File: src/rtl/lsu_pkg.sv
// Shared encodings for the load/store unit: access sizes, RV32I funct3 values,
// response error codes, controller states and the request/decode bundles.
package lsu_pkg;

  // mem_size encodings
  localparam logic [1:0] SZ_B = 2'b00;
  localparam logic [1:0] SZ_H = 2'b01;
  localparam logic [1:0] SZ_W = 2'b10;

  // RV32I load/store funct3 (stores only use B/H/W)
  localparam logic [2:0] F3_B  = 3'b000;
  localparam logic [2:0] F3_H  = 3'b001;
  localparam logic [2:0] F3_W  = 3'b010;
  localparam logic [2:0] F3_BU = 3'b100;
  localparam logic [2:0] F3_HU = 3'b101;

  // resp_err codes
  localparam logic [1:0] ERR_OK    = 2'b00;
  localparam logic [1:0] ERR_MIS   = 2'b01;
  localparam logic [1:0] ERR_FAULT = 2'b10;
  localparam logic [1:0] ERR_ILL   = 2'b11;

  typedef enum logic [1:0] {
    ST_IDLE,
    ST_ACCESS,
    ST_SPLIT,
    ST_RESP
  } state_t;

  // Raw request fields from the execute stage
  typedef struct packed {
    logic        is_store;
    logic [2:0]  funct3;
    logic [31:0] base;
    logic [31:0] offset;
    logic [31:0] wdata;
  } lsu_req_t;

  // Decoded request: effective address, access shape and error flags
  typedef struct packed {
    logic [31:0] ea;
    logic [1:0]  size;
    logic        sgn;
    logic        misaligned;
    logic        fault;
    logic        illegal;
  } lsu_dec_t;

  // Number of bytes touched by an access of the given size
  function automatic logic [2:0] size_bytes(input logic [1:0] sz);
    case (sz)
      SZ_B:    return 3'd1;
      SZ_H:    return 3'd2;
      default: return 3'd4;
    endcase
  endfunction

  // Sign- or zero-extend the low byte/half of d; words pass through
  function automatic logic [31:0] extend(input logic [31:0] d, input logic [1:0] sz,
                                         input logic sgn);
    case (sz)
      SZ_B:    return {{24{sgn & d[7]}}, d[7:0]};
      SZ_H:    return {{16{sgn & d[15]}}, d[15:0]};
      default: return d;
    endcase
  endfunction

endpackage

File: src/rtl/lsu_addr_chk.sv
// Combinational request decode: effective address, size/signedness from
// funct3, and the three independent error conditions (illegal, fault,
// misaligned). Priority between them is resolved by the controller.
module lsu_addr_chk
  import lsu_pkg::*;
#(
  parameter int unsigned MEM_BYTES = 1024
) (
  input  lsu_req_t req,
  output lsu_dec_t dec
);

  logic [32:0] last_byte;

  // Decode funct3, form ea and test alignment/range of the touched bytes
  always_comb begin
    dec            = '0;
    dec.ea         = req.base + req.offset;
    dec.size       = SZ_B;
    dec.sgn        = 1'b0;
    dec.illegal    = 1'b0;
    case (req.funct3)
      F3_B:    begin dec.size = SZ_B; dec.sgn = ~req.is_store; end
      F3_H:    begin dec.size = SZ_H; dec.sgn = ~req.is_store; end
      F3_W:    begin dec.size = SZ_W; dec.sgn = ~req.is_store; end
      F3_BU:   begin dec.size = SZ_B; dec.illegal = req.is_store; end
      F3_HU:   begin dec.size = SZ_H; dec.illegal = req.is_store; end
      default: dec.illegal = 1'b1;
    endcase
    // 33-bit sum so an access running past 2^32 lands above MEM_BYTES too
    last_byte      = {1'b0, dec.ea} + 33'(size_bytes(dec.size)) - 33'd1;
    dec.fault      = last_byte >= 33'(MEM_BYTES);
    dec.misaligned = ((dec.size == SZ_H) && dec.ea[0]) ||
                     ((dec.size == SZ_W) && (dec.ea[1:0] != 2'b00));
  end

endmodule

File: src/rtl/lsu_ctrl.sv
// Load/store unit controller: accepts one request at a time, drives the data
// memory strobes (single access or a byte-by-byte split for misaligned
// accesses) and returns the result on a held valid/ready response channel.
module lsu_ctrl
  import lsu_pkg::*;
#(
  parameter int unsigned MEM_BYTES        = 1024,
  parameter bit          SPLIT_MISALIGNED = 1'b1
) (
  input  logic        clk,
  input  logic        rst,
  input  logic        req_valid,
  output logic        req_ready,
  input  logic        req_is_store,
  input  logic [2:0]  req_funct3,
  input  logic [31:0] req_base,
  input  logic [31:0] req_offset,
  input  logic [31:0] req_wdata,
  output logic        resp_valid,
  input  logic        resp_ready,
  output logic [31:0] resp_rdata,
  output logic [1:0]  resp_err,
  output logic [31:0] mem_addr,
  output logic [31:0] mem_wdata,
  output logic        mem_read,
  output logic        mem_write,
  output logic [1:0]  mem_size,
  output logic        mem_signed,
  input  logic [31:0] mem_rdata,
  output logic        busy
);

  state_t      state, state_nxt;
  lsu_req_t    req;
  lsu_dec_t    dec;
  logic [1:0]  err_nxt;

  // Latched request
  logic [31:0] ea_q;
  logic [31:0] wdata_q;
  logic [1:0]  size_q;
  logic        sgn_q;
  logic        store_q;
  logic [1:0]  err_q;
  logic [31:0] res_q;
  logic [1:0]  k_q;      // byte index during a split access

  logic [1:0]  k_last;
  logic [31:0] res_byte;

  assign req = '{is_store: req_is_store, funct3: req_funct3, base: req_base,
                 offset: req_offset, wdata: req_wdata};

  lsu_addr_chk #(.MEM_BYTES(MEM_BYTES)) u_chk (
    .req (req),
    .dec (dec)
  );

  // Error priority: illegal funct3, then range fault, then misalignment
  // (misalignment is only an error when splitting is disabled)
  always_comb begin
    err_nxt = ERR_OK;
    if (dec.illegal)
      err_nxt = ERR_ILL;
    else if (dec.fault)
      err_nxt = ERR_FAULT;
    else if (dec.misaligned && !SPLIT_MISALIGNED)
      err_nxt = ERR_MIS;
  end

  // Result with the current split byte merged into lane k
  assign k_last = (size_q == SZ_W) ? 2'd3 : 2'd1;
  always_comb begin
    res_byte                     = res_q;
    res_byte[{k_q, 3'b000} +: 8] = mem_rdata[7:0];
  end

  // State register
  always_ff @(posedge clk or posedge rst) begin
    if (rst)
      state <= ST_IDLE;
    else
      state <= state_nxt;
  end

  // Next state and all strobes; strobes are only ever raised in ACCESS/SPLIT
  always_comb begin
    state_nxt  = state;
    req_ready  = 1'b0;
    resp_valid = 1'b0;
    mem_addr   = '0;
    mem_wdata  = '0;
    mem_read   = 1'b0;
    mem_write  = 1'b0;
    mem_size   = SZ_B;
    mem_signed = 1'b0;
    case (state)
      ST_IDLE: begin
        req_ready = 1'b1;
        if (req_valid) begin
          if (err_nxt != ERR_OK)
            state_nxt = ST_RESP;
          else if (dec.misaligned)
            state_nxt = ST_SPLIT;
          else
            state_nxt = ST_ACCESS;
        end
      end
      ST_ACCESS: begin
        mem_addr   = ea_q;
        mem_size   = size_q;
        mem_signed = sgn_q;
        mem_read   = ~store_q;
        mem_write  = store_q;
        mem_wdata  = store_q ? wdata_q : '0;
        state_nxt  = ST_RESP;
      end
      ST_SPLIT: begin
        mem_addr  = ea_q + 32'(k_q);
        mem_read  = ~store_q;
        mem_write = store_q;
        mem_wdata = store_q ? {24'b0, wdata_q[{k_q, 3'b000} +: 8]} : '0;
        if (k_q == k_last)
          state_nxt = ST_RESP;
      end
      ST_RESP: begin
        resp_valid = 1'b1;
        if (resp_ready)
          state_nxt = ST_IDLE;
      end
      default: state_nxt = ST_IDLE;
    endcase
  end

  // Request latch on accept, load-result capture during ACCESS/SPLIT
  always_ff @(posedge clk or posedge rst) begin
    if (rst) begin
      ea_q    <= '0;
      wdata_q <= '0;
      size_q  <= SZ_B;
      sgn_q   <= 1'b0;
      store_q <= 1'b0;
      err_q   <= ERR_OK;
      res_q   <= '0;
      k_q     <= '0;
    end else begin
      case (state)
        ST_IDLE: begin
          if (req_valid) begin
            ea_q    <= dec.ea;
            wdata_q <= req_wdata;
            size_q  <= dec.size;
            sgn_q   <= dec.sgn;
            store_q <= req_is_store;
            err_q   <= err_nxt;
            res_q   <= '0;
            k_q     <= '0;
          end
        end
        ST_ACCESS: begin
          if (!store_q)
            res_q <= extend(mem_rdata, size_q, sgn_q);
        end
        ST_SPLIT: begin
          if (!store_q)
            res_q <= (k_q == k_last) ? extend(res_byte, size_q, sgn_q) : res_byte;
          k_q <= k_q + 2'd1;
        end
        default: ;
      endcase
    end
  end

  // Response fields read as zero whenever no response is presented
  assign resp_rdata = resp_valid ? res_q : '0;
  assign resp_err   = resp_valid ? err_q : ERR_OK;
  assign busy       = (state != ST_IDLE);

endmodule
File: config.mk
export PLATFORM = sky130hd
export DESIGN_NAME = lsu_ctrl
export DESIGN_NICKNAME = d
export VERILOG_FILES = /design/src/rtl/lsu_pkg.sv /design/src/rtl/lsu_addr_chk.sv /design/src/rtl/lsu_ctrl.sv
export SDC_FILE = /design/constraint.sdc
export NUM_CORES = 1
export LEC_CHECK = 0
export BUFFER_PORTS_ARGS = -buffer_cell sky130_fd_sc_hd__buf_2
export CORE_ASPECT_RATIO = 1.5
export CORE_UTILIZATION = 60
export DETAILED_ROUTE_END_ITERATION = 8
export PLACE_DENSITY = 0.93
export SETUP_SLACK_MARGIN = 0.4
export SYNTH_ARGS = -nofsm -noshare
export SYNTH_HDL_FRONTEND = slang
export SYNTH_SLANG_ARGS = --single-unit
File: constraint.sdc
create_clock -name clk -period 7 [get_ports clk]
set_clock_uncertainty 0.1 [all_clocks]
set_input_delay 0.35 -clock clk [delete_from_list [all_inputs] [get_ports clk]]
set_output_delay 0.35 -clock clk [all_outputs]
set_load 0.005 [all_outputs]
### After elaboration in Yosys (flattened, before gate mapping)

Index checks and enable logic that the tools add are counted.

* bits in registers: 106
* input port bits: 136
* output and inout port bits: 106
* logic and storage cells: 97

* add/subtract/negate cells: 6
* order comparisons: 1
* equality and inequality tests: 17
* shifts and indexed selects: 3
* multiplexer cells: 35
* bitwise operators: 6
* reduce and logical (&&, ||, !) cells: 20

Operator list (count)
* $pmux 32 s2: 4
* $mux 32: 6
* $pmux 32 s3: 1
* $add 32x3->33: 1
* $ge 33x11->1 const B: 1
* $sub 33x1->33 const B: 1
* $add 32x2->32: 1
* $add 32x32->32: 1
* $bwmux 32: 1
* $shift 8x7->32 const A: 1
* $shiftx 32x6->8: 1
* $shiftx 8x7->32: 1
* $mux 2: 11
* $ne 2x2->1 const B: 5
* $eq 2x2->1 const B: 4
* $mux 8: 1
* $pmux 2 s2: 2
* $pmux 2 s4: 1
* $reduce_bool 2->1: 4
* $neg 5->7: 1
* $eq 2x1->1 const B: 3
* $eq 3x3->1 const B: 2
* $logic_not 2->1: 3
* $mux 1: 6
* 17 further kinds: 25

### Longest topological paths before layout

Gate-level depths: netlist of the first run.

* word-level depth: 14
* gate-level depth with buffers: 24
* mapped depth without buffers: 23

### By module

Synthesis of the first run repeated with hierarchy kept, for this count alone.

* cell total of the unflattened synthesis: 1177
* area, all modules: 10273.6 um^2

By module, submodules not included
* lsu_ctrl: instances 1, cells each 685, area each 6825.3 um^2, sequential area each 2652.5 um^2
* lsu_addr_chk: instances 1, cells each 492, area each 3448.3 um^2, sequential area each 0.0 um^2

### Worst setup path before layout of the first run

Ideal clock, no wire load.

* path kind: input port to flip-flop
* from: input port req_base[0]
* to: register state[1]
* arrival time: 4914 ps
* data required time: 6759 ps
* setup slack: 1845 ps
* stages on the path: 21
* cells stage by stage: ha_1 > fa_1 > a211oi_1 > o211ai_1 > a31oi_1 > o21bai_1 > a21oi_1 > xor2_1 > ha_1 > a21o_1 > a21oi_1 > o21ai_0 > a211oi_1 > nor3_1 > o41ai_1 > o211ai_2 > xnor2_1 > or3_1 > a2111oi_2 > o2111a_2 > a31oi_1

* word-level cells in the longest chain between the ends: 10

RTL lines
* start, declared: RTL line lsu_ctrl.sv:16 `input logic [31:0] req_base,`
* $add 32x32->32 *: RTL line lsu_addr_chk.sv:18 `dec.ea = req.base + req.offset;`
* $add 32x3->33: RTL line lsu_addr_chk.sv:31 `last_byte = {1'b0, dec.ea} + 33'(size_bytes(dec.size)) - 33'd1;`
* $sub 33x1->33: RTL line lsu_addr_chk.sv:31
* $ge 33x11->1: RTL line lsu_addr_chk.sv:32 `dec.fault = last_byte >= 33'(MEM_BYTES);`
* $mux 2: RTL line lsu_ctrl.sv:65 `else if (dec.fault)`
* $mux 2: RTL line lsu_ctrl.sv:63 `if (dec.illegal)`
* $reduce_bool 2->1: RTL line lsu_ctrl.sv:101 `if (err_nxt != ERR_OK)`
* $mux 2 *: RTL line lsu_ctrl.sv:101
* $mux 2 *: RTL line lsu_ctrl.sv:100 `if (req_valid) begin`
* $pmux 2 s4 *: RTL line lsu_ctrl.sv:97 `case (state)`
* end signal, assigned: RTL line lsu_ctrl.sv:83 `state <= state_nxt;`
* end, declared: RTL line lsu_ctrl.sv:33 `state_t state, state_nxt;`

Mark *: on every way between the ends. The rest lies on a longest branch, timed or not. The select of a mux whose other input is x is not followed.
A chain may end at the register's enable or synchronous reset.

==> results of run 1 <==
-- per-layer routing --
metal / GRT usage, % / wire length [um] / up-vias
li1: - / - / 4850
met1: 37.2 / 10700 / 4883
met2: 60.5 / 14900 / 580
met3: 3.31 / 1730 / 144
met4: 19.9 / 1660 / 0
met5: 0 / 0 / -
-- cells in the mapped netlist (7+ instances only) --
cell | instances | area [um2]
a2111oi_0 | 7 | 61.3
a211oi_1 | 11 | 82.6
a21o_1 | 36 | 270
a21oi_1 | 78 | 390
a221oi_1 | 18 | 158
a22o_1 | 23 | 201
a22oi_1 | 40 | 300
a31oi_1 | 13 | 81.3
and2_1 | 63 | 394
and3_1 | 18 | 113
buf_1 | 10 | 37.5
clkbuf_1 | 43 | 161
dfrtp_1 | 106 | 2650
ha_1 | 73 | 913
inv_1 | 59 | 221
mux2_2 | 37 | 417
mux4_2 | 8 | 180
nand2_1 | 105 | 394
nand2b_1 | 8 | 50.1
nand3_1 | 23 | 115
nand4_1 | 9 | 56.3
nor2_1 | 83 | 312
nor2b_1 | 30 | 188
nor3_1 | 15 | 75.1
o211ai_1 | 12 | 90.1
o21ai_0 | 94 | 470
o21bai_1 | 13 | 97.6
o22ai_1 | 18 | 113
o31ai_1 | 7 | 52.6
or2_2 | 7 | 43.8
or3_1 | 9 | 56.3
xnor2_1 | 34 | 298
xor2_1 | 18 | 158
-- per-stage QoR --
step / hold slack (ns) / total power [uW] / util [%]
after detailed placement: 0.309 / 3590 / 69.5
after floorplan: 0.342 / 2880 / -
after global routing: 0.119 / 4450 / 71.4
after CTS: 0.120 / 4110 / 71.4
after global placement: 0.301 / 3490 / 69.5
final: 0.127 / 4140 / 71.4
-- cell families after synthesis --
| logic type | count (synthesis) | synth area share [%] |
|---|---|---|
| buf+inv | 122 | 4.68 |
| xor+xnor | 52 | 4.58 |
| flops | 106 | 26.7 |
| simple gates | 390 | 19.8 |
| compound gates | 413 | 27.9 |
| mux | 50 | 6.51 |
| fa+ha+maj | 76 | 9.79 |
-- critical path, delay by kind of cell --
kind            cells  cell delay (ns)
simple gates        2             0.53
compound gates     11             3.27
xor+xnor            2             0.51
fa+ha+maj           3             1.00
buf+inv             2             0.18
-- final cells by class --
| cell class | instances | area, um2 | area share, % |
|---|---|---|---|
| tap | 206 | 258 | 2.23 |
| sequential | 106 | 2650 | 22.9 |
| multi-input combinational | 981 | 6830 | 59.1 |
| inverter | 63 | 239 | 2.07 |
| timing repair buffer | 251 | 1280 | 11.1 |
| clock inverter | 7 | 71.3 | 0.617 |
| clock buffer | 9 | 225 | 1.95 |
-- registers in the layout (all words and copies together), names as in the netlist --
name	flops
size_q	2
k_q	2
store_q	1
wdata_q	32
res_q	32
sgn_q	1
err_q	2
state	2
ea_q	32
-- worst paths after layout --
check	from	to	slack, ns	depth (start not counted)
worst max register to register	state[0]	res_q[24]	3.62	9
worst min register to register	err_q[1]	err_q[1]	0.38	2
worst max-delay path	req_base[0]	state[1]	1.24	20
worst min-delay path	req_wdata[7]	wdata_q[7]	0.13	2
min in group asynchronous	rst	wdata_q[26]	0.47	3
max in group asynchronous	rst	ea_q[23]	5.02	4
-- timing repair --
| action | 4_1_cts | 5_1_grt |
|---|---|---|
| hold endpoints to repair | 37 | 0 |
| hold buffers | 1 | 0 |
| resized for setup | 0 | 0 |
-- power by group --
group / switching [uW] / total, uW / leakage (uW) / internal [uW]
combinational: 1430 / 2460 / 0.00423 / 1030
clock: 252 / 504 / 0.000144 / 252
sequential: 290 / 1180 / 0.00135 / 891
==> flow_summary.json, run 1 <==
{
  "status": "finished clean",
  "fin_ws_ns": 1.24,
  "start_util_pct": 61.4,
  "cp_data_arrival_time_ns": 5.86,
  "ctsHtreeMaxLevel": 3,
  "vias": 10457,
  "clkLatencyLatePin_ns": 0.35,
  "grt_pass1_wl_mm": 46.7,
  "final.setup.tns_ns": 0,
  "grt_start_max_net_pins": 107,
  "grt.total_usage_pct": 33.4,
  "setup_violations": 0,
  "grt_pass1_vias": 10085,
  "cap_violations": 0,
  "mostFrequentLayoutCell": "buf_2",
  "numPortBuffers": 241,
  "min_path_type": "in -> reg",
  "first_pass_iters": 8,
  "cts_tree": "done",
  "synth-async-reset-ratio_pct": 100,
  "final_area_um2": 11600,
  "coreArea_um2": 16200,
  "post-place-ws_ns": 1.02,
  "synth.avg_cell_area_um2": 8.22,
  "timing.final.crit_share_pct": 82.2,
  "yosysWarnings": 0,
  "syn_nets": 1421,
  "die_h_um": 160,
  "clock.fmax_mhz": 174,
  "synth-edff-count": 0,
  "worstMarginPinSlew_ns": 1.27,
  "finalNonFillerCells": 1623,
  "slowest_stage": "a2111oi_0",
  "antenna_found_initial": 0,
  "slowest_delay_ns": 0.49,
  "grt_overflow": 0,
  "post-place-cells": 1606,
  "most-common-layout-cells": "buf_2 (241), dfrtp_1 (106), nand2_1 (104)",
  "drive_gt1_share_pct": 23.8,
  "dpl.hpwl_mm": 22.2,
  "die-area_um2": 17100,
  "placed_area_um2": 11300,
  "synth.distinct_cells": 78,
  "cts_buffers": 9,
  "cp-start-kind": "input port",
  "cts.clk_slew.worst_paths_ns": 0.08,
  "drtAntennaViolNets": 0,
  "syn-cell-area_um2": 9940,
  "cts_setup_buffers": 0,
  "criticalPathCategory": "in -> reg",
  "synth_seq_cells": 106,
  "ir_drop_uv": 204,
  "die_x_um": 107,
  "cts_root_buffer": "clkbuf_16",
  "worstPathCellList": "buf_2, ha_1, fa_1, a211oi_1, o21ai_0, xnor2_1, inv_1, ha_1, a2111oi_0, o21ai_0, a41o_1, a211oi_1, nor3_1, o41ai_1, o211ai_2, xnor2_1, or3_1, a2111oi_2, o2111a_2, a31oi_1",
  "core.rowCount": 57,
  "end_kind": "register",
  "avgRoutedWirePerCell_um": 17.8,
  "powerDensity_nw_per_um2": 358,
  "drc": 0,
  "finalCriticalPeriod_ns": 5.76,
  "clock_path_buffers": 2,
  "num_antenna_cells": 0,
  "drt_wl_total_mm": 29.0,
  "rsz0062_at_grt": "no",
  "worstPathMaxFanout": 6,
  "clock-sinks": 106,
  "areaGrowthSynthToFinish_pct": 16.3,
  "fin_nets": 1624,
  "hold_viol": 0,
  "synthFlopType": "dfrtp_1",
  "seq_area_frac_synth_pct": 26.7,
  "required_ns": 7.10,
  "top_level_ports": 242,
  "via_per_inst": 6.44,
  "first_iter_violations": 926,
  "power_leakage_uw": 0.00572,
  "slew_violations": 0,
  "gp_congestion": 0.980,
  "syn_inst": 1209,
  "fillCellCount": 1300,
  "slew_headroom_pct": 14.9
}
(Power assumes the default switching activity.)
==> run 2: changes to the inputs <==
- CORE_UTILIZATION: 60 -> 55
- PLACE_DENSITY: 0.93 -> 0.87
- clock period: 7 -> 5.3 ns (I/O delays scaled with it)
==> run 2 against run 1 <==
The run now ends with DRC left. Cell area rose by 7.2%. Global-route usage fell by 1.8 points. Clock power is 44% higher. Routed wire length increased by 5.2%. Sequential cell count stayed put. Register-to-register slack worse by 2.0 ns. Largest power group unchanged.
==> flow_summary.json, run 2 (same netlist as run 1, synthesis figures left out) <==
{
  "timing.final.crit_share_pct": 90.7,
  "clkLatencyLatePin_ns": 0.34,
  "rsz0062_at_grt": "no",
  "ctsHtreeMaxLevel": 3,
  "drive_gt1_share_pct": 29.7,
  "p_comb_share_pct": 60.8,
  "numPortBuffers": 241,
  "drt_wl_total_mm": 30.5,
  "areaGrowthSynthToFinish_pct": 24.7,
  "violations": "DRC",
  "cts.clk_slew.worst_paths_ns": 0.08,
  "pwr-share-seq_pct": 26.8,
  "worstPathMaxFanout": 3,
  "num_antenna_cells": 0,
  "drtAntennaViolNets": 0,
  "die_h_um": 167,
  "vias": 10632,
  "grt_start_max_net_pins": 107,
  "finalCriticalPeriod_ns": 4.81,
  "mostFrequentLayoutCell": "buf_2",
  "drc": 22,
  "p_sw_uw": 2710,
  "slew_violations": 0,
  "gp_congestion": 0.947,
  "post-route-util_pct": 70.8,
  "status": "complete, but fails checks",
  "start_util_pct": 56.8,
  "cts_root_buffer": "clkbuf_16",
  "slew_headroom_pct": 15.6,
  "coreArea_um2": 17500,
  "clock-sinks": 106,
  "die-area_um2": 18600,
  "cap_violations": 0,
  "via_per_inst": 6.24,
  "post-place-ws_ns": -0.223,
  "avgRoutedWirePerCell_um": 17.9,
  "grt_pass1_vias": 10296,
  "fin_ws_ns": 0.494,
  "top_level_ports": 242,
  "top_regs": "ea_q: 32 flops, res_q: 32 flops, wdata_q: 32 flops",
  "grt.total_usage_pct": 31.6,
  "cts_buffers": 9,
  "power_uw": 5840,
  "fin_nets": 1697,
  "power.share.clock_pct": 12.4,
  "worstMarginPinSlew_ns": 1.26,
  "min_path_type": "in -> reg",
  "grt_overflow": 0,
  "grt_pass1_wl_mm": 48.6,
  "powerDensity_nw_per_um2": 471,
  "cts_tree": "done",
  "intPower_uw": 3130,
  "dpl.hpwl_mm": 22.6,
  "die_x_um": 112,
  "setup_violations": 0,
  "first_pass_iters": 9,
  "clock.fmax_mhz": 208,
  "criticalPathCategory": "in -> reg",
  "ir_drop_uv": 239,
  "required_ns": 5.40,
  "switching_share_pct": 46.4,
  "first_iter_violations": 1143,
  "regArea_um2": 2650,
  "most-common-layout-cells": "buf_2 (239), dfrtp_1 (106), nand2_1 (104)",
  "clock_path_buffers": 2,
  "fillCellCount": 1364,
  "power_leakage_uw": 0.00614,
  "core.rowCount": 59,
  "whs_ns": 0.0465,
  "cp-start-kind": "input port",
  "hold_viol": 0,
  "multi_input_area_um2": 7060,
  "cp_data_arrival_time_ns": 4.91,
  "end_kind": "register",
  "antenna_found_initial": 0
}
[run 2: cell types whose count changed in the layout (fill, tap and decap cells not counted), moves of 4 or more]
cell,change
a21oi_2,+8
o21ai_0,-6
a2111oi_0,-5
a21oi_1,-8
o21ai_1,+4
buf_4,+72
[run 2: layer usage]
metal	wire (um)	global-route usage, %
met5	0	0
met1	11100	34.0
met3	1900	4.80
met2	16000	59.3
met4	1410	15.8
[run 2: final timing paths]
| kind | slack (ns) | endpoint | depth (start not counted) | from |
|---|---|---|---|---|
| max | 0.49 | state[1] | 23 | req_base[1] |
| min | 0.05 | wdata_q[25] | 2 | req_wdata[25] |
| max reg2reg | 1.65 | res_q[27] | 12 | k_q[1] |
| min reg2reg | 0.39 | err_q[1] | 2 | err_q[1] |
| max in group asynchronous | 3.43 | res_q[29] | 4 | rst |
| min in group asynchronous | 0.44 | wdata_q[29] | 3 | rst |
[run 2: area by class of cell]
cell class | count | area share [%]
inverter | 63 | 1.93
tap | 213 | 2.15
sequential | 106 | 21.4
clock inverter | 5 | 0.545
timing repair buffer | 324 | 14.9
multi-input combinational | 981 | 57.0
clock buffer | 11 | 2.04
[run 2: through the flow]
stage	instances	area, um2	TNS [ns]
6_report	1703	12400	0
5_1_grt	1703	12400	0
4_1_cts	1695	12100	0
3_5_place_dp	1674	11700	-0.639
3_3_place_gp	1674	11700	-0.284
2_1_floorplan	1209	9950	0
[run 2: what timing repair did]
item | 4_1_cts | 5_1_grt
pin swaps | 17 | 39
resized for setup | 12 | 40
setup buffers | 4 | 8
setup endpoints to repair | 3 | 3
endpoints found under the hold margin | 50 | 0
cloned | 0 | 0
hold buffers | 1 | 0
[run 2: power by group through the flow]
| stage | Clock [uW] | Sequential, uW | Combinational (uW) |
|---|---|---|---|
| after detailed placement | 0 | 1570 | 3320 |
| after floorplan | 0 | 1410 | 2390 |
| final | 726 | 1570 | 3550 |
| after global routing | 767 | 1620 | 3870 |
| after global placement | 0 | 1530 | 3230 |
| after CTS | 727 | 1550 | 3370 |
[run 2: critical path, stage by stage]
cell and delay, ns:
buf_2 0.12, ha_1 0.32, a211oi_2 0.23, o211ai_1 0.20
a21oi_2 0.31, o21ai_1 0.15, buf_4 0.19, xnor2_1 0.15
buf_4 0.16, inv_1 0.04, ha_1 0.32, a21oi_2 0.16
nand2b_1 0.09, a211o_1 0.31, buf_6 0.13, a211o_1 0.31
a21boi_4 0.16, a311oi_2 0.37, o21ai_2 0.11, xor2_1 0.16
nor4_2 0.25, o2111a_2 0.27, a31oi_1 0.08
